==> src/rtl/fetch_queue_pc.sv <==
// Program counter and instruction prefetch queue for the MIPS datapath.
// Issues in-order fetches under a credit limit and buffers {pc, instr} for decode.
module fetch_queue_pc #(
    parameter int                 ADDR_W   = 32,
    parameter int                 DATA_W   = 32,
    parameter int                 DEPTH    = 4,
    parameter logic [ADDR_W-1:0]  RESET_PC = '0,
    parameter int                 PC_INC   = 4
) (
    input  logic                     Clk,
    input  logic                     reset,
    input  logic                     redirect_valid,
    input  logic [ADDR_W-1:0]        redirect_pc,
    output logic                     imem_req_valid,
    input  logic                     imem_req_ready,
    output logic [ADDR_W-1:0]        imem_req_addr,
    input  logic                     imem_rsp_valid,
    input  logic [DATA_W-1:0]        imem_rsp_data,
    output logic                     out_valid,
    input  logic                     out_ready,
    output logic [ADDR_W-1:0]        out_pc,
    output logic [DATA_W-1:0]        out_instr,
    output logic [$clog2(DEPTH):0]   occupancy
);

    localparam int PTR_W = $clog2(DEPTH);
    localparam int CNT_W = PTR_W + 1;

    localparam logic [ADDR_W-1:0] INC   = ADDR_W'(PC_INC);
    localparam logic [ADDR_W-1:0] ALIGN = ~ADDR_W'(3);
    localparam logic [CNT_W:0]    LIMIT = (CNT_W+1)'(DEPTH);

    logic [ADDR_W-1:0] pc;
    logic [ADDR_W-1:0] ret_pc;
    logic [ADDR_W-1:0] redirect_base;

    logic [ADDR_W-1:0] pc_mem    [DEPTH];
    logic [DATA_W-1:0] instr_mem [DEPTH];

    logic [PTR_W-1:0] wr_ptr;
    logic [PTR_W-1:0] rd_ptr;
    logic [CNT_W-1:0] count;
    logic [CNT_W-1:0] outstanding;
    logic [CNT_W-1:0] drop_cnt;
    logic [CNT_W-1:0] inflight_after;
    logic [CNT_W:0]   credit_sum;

    logic req_fire;
    logic rsp_ok;
    logic dropping;
    logic push;
    logic pop;

    assign redirect_base  = redirect_pc & ALIGN;
    assign credit_sum     = {1'b0, count} + {1'b0, outstanding};

    assign imem_req_valid = !reset && !redirect_valid && (credit_sum < LIMIT);
    assign imem_req_addr  = pc;
    assign req_fire       = imem_req_valid && imem_req_ready;

    // A response with nothing outstanding is a protocol error and is ignored.
    assign rsp_ok         = imem_rsp_valid && (outstanding != '0);
    assign dropping       = drop_cnt != '0;
    assign inflight_after = outstanding - CNT_W'(rsp_ok);

    assign push = rsp_ok && !dropping && !redirect_valid && !reset;
    assign pop  = out_valid && out_ready && !redirect_valid && !reset;

    assign out_valid = count != '0;
    assign out_pc    = pc_mem[rd_ptr];
    assign out_instr = instr_mem[rd_ptr];
    assign occupancy = count;

    // In-flight responses outlive a flush or reset, so they stay counted
    // as outstanding and are all marked stale in drop_cnt.
    always_ff @(posedge Clk) begin
        if (reset) begin
            pc          <= RESET_PC;
            ret_pc      <= RESET_PC;
            outstanding <= inflight_after;
            drop_cnt    <= inflight_after;
        end else if (redirect_valid) begin
            pc          <= redirect_base;
            ret_pc      <= redirect_base;
            outstanding <= inflight_after;
            drop_cnt    <= inflight_after;
        end else begin
            if (req_fire) begin
                pc <= pc + INC;
            end
            outstanding <= inflight_after + CNT_W'(req_fire);
            if (rsp_ok) begin
                if (dropping) begin
                    drop_cnt <= drop_cnt - 1'b1;
                end else begin
                    ret_pc <= ret_pc + INC;
                end
            end
        end
    end

    always_ff @(posedge Clk) begin
        if (reset || redirect_valid) begin
            wr_ptr <= '0;
            rd_ptr <= '0;
            count  <= '0;
        end else begin
            if (push) begin
                wr_ptr <= wr_ptr + 1'b1;
            end
            if (pop) begin
                rd_ptr <= rd_ptr + 1'b1;
            end
            count <= count + CNT_W'(push) - CNT_W'(pop);
        end
    end

    always_ff @(posedge Clk) begin
        if (push) begin
            pc_mem[wr_ptr]    <= ret_pc;
            instr_mem[wr_ptr] <= imem_rsp_data;
        end
    end

endmodule

==> config.mk <==
export PLATFORM = sky130hd
export DESIGN_NAME = fetch_queue_pc
export DESIGN_NICKNAME = d
export VERILOG_FILES = /design/src/rtl/fetch_queue_pc.sv
export SDC_FILE = /design/constraint.sdc
export NUM_CORES = 1
export LEC_CHECK = 0
export BUFFER_PORTS_ARGS = -buffer_cell sky130_fd_sc_hd__buf_2
export CORE_AREA = 8 8 164 166
export CTS_BUF_LIST = sky130_fd_sc_hd__clkbuf_16
export CTS_CLUSTER_SIZE = 20
export DETAILED_ROUTE_END_ITERATION = 10
export DIE_AREA = 0 0 172 174
export PLACE_DENSITY = 0.75
export SLEW_MARGIN = 20
export SYNTH_ARGS = -nofsm -noshare
export SYNTH_HDL_FRONTEND = slang
export SYNTH_SLANG_ARGS = --single-unit
==> constraint.sdc <==
create_clock -name Clk -period 4.2 [get_ports Clk]
set_clock_uncertainty 0.1 [all_clocks]
set_input_delay 0 -clock Clk [delete_from_list [all_inputs] [get_ports Clk]]
set_output_delay 0 -clock Clk [all_outputs]
set_load 0.02 [all_outputs]
==> results_dict.tcl <==
set metrics [dict create \
    run_status "complete, no violations" \
    rows 58 \
    clock_sinks 323 \
    grt_pass1_wl_mm 44.38 \
    post_cts_resized 0 \
    ys_ff_latch 323 \
    setup-violations-final 0 \
    drv_cap 0 \
    crit_fanout 39 \
    clkTransAtPathRegs_ns 0.06 \
    synth_area_leaders "edfxtp_1, dfxtp_1, mux4_2, xor2_1, ha_1" \
    grt_overflow 0 \
    initial_core_util_pct 53.26 \
    postSynthAreaPerCell_um2 15.82 \
    routed-via-count 8092 \
    hold_path_class "in2reg" \
    maxUsedRoutingLayer "met4" \
    crit_type "in2reg" \
    synth-edff-count 251 \
    yosysSeqAreaShare_pct 68.73 \
    htree_levels 2 \
    worst_slew_pin_slew_ns 1.042 \
    finish.net_count 1159 \
    dp.cells 1289 \
    routed_via_density 5.683 \
    power.density_mw_per_mm2 435.1 \
    drt_pass1_iterations 5 \
    hold_violations 0 \
    cts_tree "yes" \
    multiInputGateArea_mm2 0.003814 \
    fill_cells 1738 \
    drive_above_1_share_pct 27.42 \
    insertion_delay_ns 0.50 \
    final_cells 1424 \
    synthArstFlopShare_pct 0 \
    fin_crit_ns 2.975 \
    drv_slew 0 \
    irDropWorstVdd_uv 236.4 \
    dr_wl_met2_mm 13.28 \
    max_freq_mhz 336.1 \
    ant_nets 0 \
    syn-cell-area_mm2 0.01306 \
    grt_max_degree 63 \
    cts-root-buf "clkbuf_16" \
    numCtsBuffers 35 \
    rr_worst_depth 12 \
    die-height_um 174 \
    drt_wl_total_mm 27.98 \
    globalplace.congestion 0.8350 \
    synth.top_cell.area_share_pct 57.70 \
    areaGrowthSynthToFinish_pct 23.08 \
    antenna_found_initial 0 \
    finalInstanceArea_mm2 0.01608 \
    num_antenna_cells 0 \
    die-area_mm2 0.02993 \
    synth_area_leader_cell "edfxtp_1" \
    fin_crit_sh_pct 70.84 \
    synthFlopType "edfxtp_1" \
    setup.worst_path.start_class "primary input" \
    ys_types 61 \
    placed_cell_area_mm2 0.01425 \
    drc 0 \
    leakagePower_nw 5.650 \
    portBuffers 164 \
    tns_ns 0 \
    core_area_mm2 0.02453 \
    wl_per_cell_um 19.65 \
    rsz0062_at_grt "false" \
    end_kind "flop" \
    met3_length_mm 2.265 \
    postCtsSetupBuffers 0 \
    grt_pass1_vias 8296 \
    arrival_ns 3.30 \
    hold_buffers 76 \
    hpwl_mm 17.09 \
    required_ns 4.53 \
    track_usage_pct 18.73 \
    initialDrtViolationCount 633 \
    syn_inst 826 \
    die_width_um 172 \
    io_pins 171 \
    seq_area_mm2 0.008984 \
    min_path_cells 2 \
    synth_warnings 0 \
    cts_max_path_buffers 3 \
    slew_headroom_pct 29.96 \
    wl_met1_mm 11.93 \
]
## report_power, final
part / total (mW) / internal [mW] / switching, mW / leakage (nW)
registers: 3.64 / 3.55 / 0.0957 / 2.87
logic: 0.513 / 0.225 / 0.288 / 2.23
clock network: 2.84 / 1.68 / 1.17 / 0.549
## through the flow
stage / hold WS, ns / utilization (%) / worst slack [ns] / total power, mW
after floorplan: -0.001131 / - / 0.9907 / 3.989
after global placement: 0.1184 / 58.11 / 1.357 / 4.142
after detailed placement: 0.1219 / 58.11 / 1.272 / 4.161
after CTS: 0.1320 / 65.55 / 1.253 / 7.055
after global routing: 0.1367 / 65.55 / 1.021 / 7.253
final: 0.1510 / 65.55 / 1.225 / 6.996
## synthesized netlist by cell type, drive strengths merged, types with 6 or more instances
cell / number
ha: 16
a211oi: 19
buf: 18
xnor2: 9
or4: 7
edfxtp: 251
inv: 24
nand3: 19
nand4: 25
a21oi: 26
xor2: 30
nor3: 10
or3: 9
nor2: 47
and3: 14
nor4: 6
clkbuf: 27
a31oi: 23
a21boi: 7
o21ai: 14
dfxtp: 72
nand2: 45
mux4: 62
## final cells by class
cell class | count | share of cell area [%]
tap | 330 | 2.568
timing repair buffer | 251 | 10.66
inverter | 24 | 0.5603
clock inverter | 23 | 1.019
sequential | 323 | 55.87
multi-input combinational | 437 | 23.72
clock buffer | 36 | 5.603
## path summary, 6_finish.rpt
path                                  start                        endpoint  slack, ns
max                          redirect_valid  imem_req_addr[22]$_SDFFE_PP0P_       1.22
min                       imem_rsp_data[27]      instr_mem[1][27]$_DFFE_PP_       0.15
max reg2reg           drop_cnt[0]$_DFFE_PP_         occupancy[2]$_SDFF_PP0_       1.30
min reg2reg  imem_req_addr[14]$_SDFFE_PP0P_  imem_req_addr[14]$_SDFFE_PP0P_       0.42
## worst max-delay path, cell delays in order
cell and delay, ns:
dlygate4sd3_1 0.54, buf_2 0.60, or2_1 0.49, or4_1 0.25, inv_2 0.15, nor2_1 0.76, o21ai_0 0.25, a31oi_1 0.23
## cell families (layout without fill, tap and decap cells)
kind of cell / Yosys count / after routing / synth area share [%]
compound gates: 116 / 116 / 5.909
flops: 323 / 323 / 68.73
xor+xnor: 39 / 39 / 2.615
fa+ha+maj: 17 / 17 / 1.686
simple gates: 195 / 195 / 7.825
buf+inv: 69 / 334 / 2.203
mux: 66 / 66 / 11.00
other cells: 1 / 4 / 0.02871
## state kept, by name (all words and copies together), names as in the netlist, named ones only
| name | count |
|---|---|
| drop_cnt | 3 |
| imem_req_addr | 30 |
| instr_mem | 128 |
| occupancy | 3 |
| outstanding | 3 |
| pc_mem | 120 |
| rd_ptr | 2 |
| ret_pc | 30 |
| wr_ptr | 2 |
## metal layers
metal | vias to the layer above | track usage, %
li1 | 3735 | -
met1 | 3988 | 25.43
met3 | 51 | 4.265
met2 | 318 | 30.14
met4 | 0 | 4.671
met5 | - | 0
## cell usage in the layout (no fill, tap or decap), types with 4 or more instances in the layout
cell,count
nor2_1,46
dfxtp_1,70
buf_12,4
mux4_2,62
nand2_1,45
nand4_1,25
nor4_1,4
clkbuf_16,36
ha_1,16
nor3_1,7
edfxtp_1,251
o311ai_0,4
a21boi_0,6
inv_1,29
o21ai_0,14
buf_4,7
and3_1,10
xnor2_1,9
dlygate4sd3_1,76
a31oi_1,23
clkinv_1,6
or4_1,7
conb_1,4
and3_2,4
inv_2,4
a21oi_1,26
buf_2,164
or3_1,9
a211oi_1,19
xor2_1,30
nand3_1,19
inv_6,4
Power figures use the tool's default switching activity.
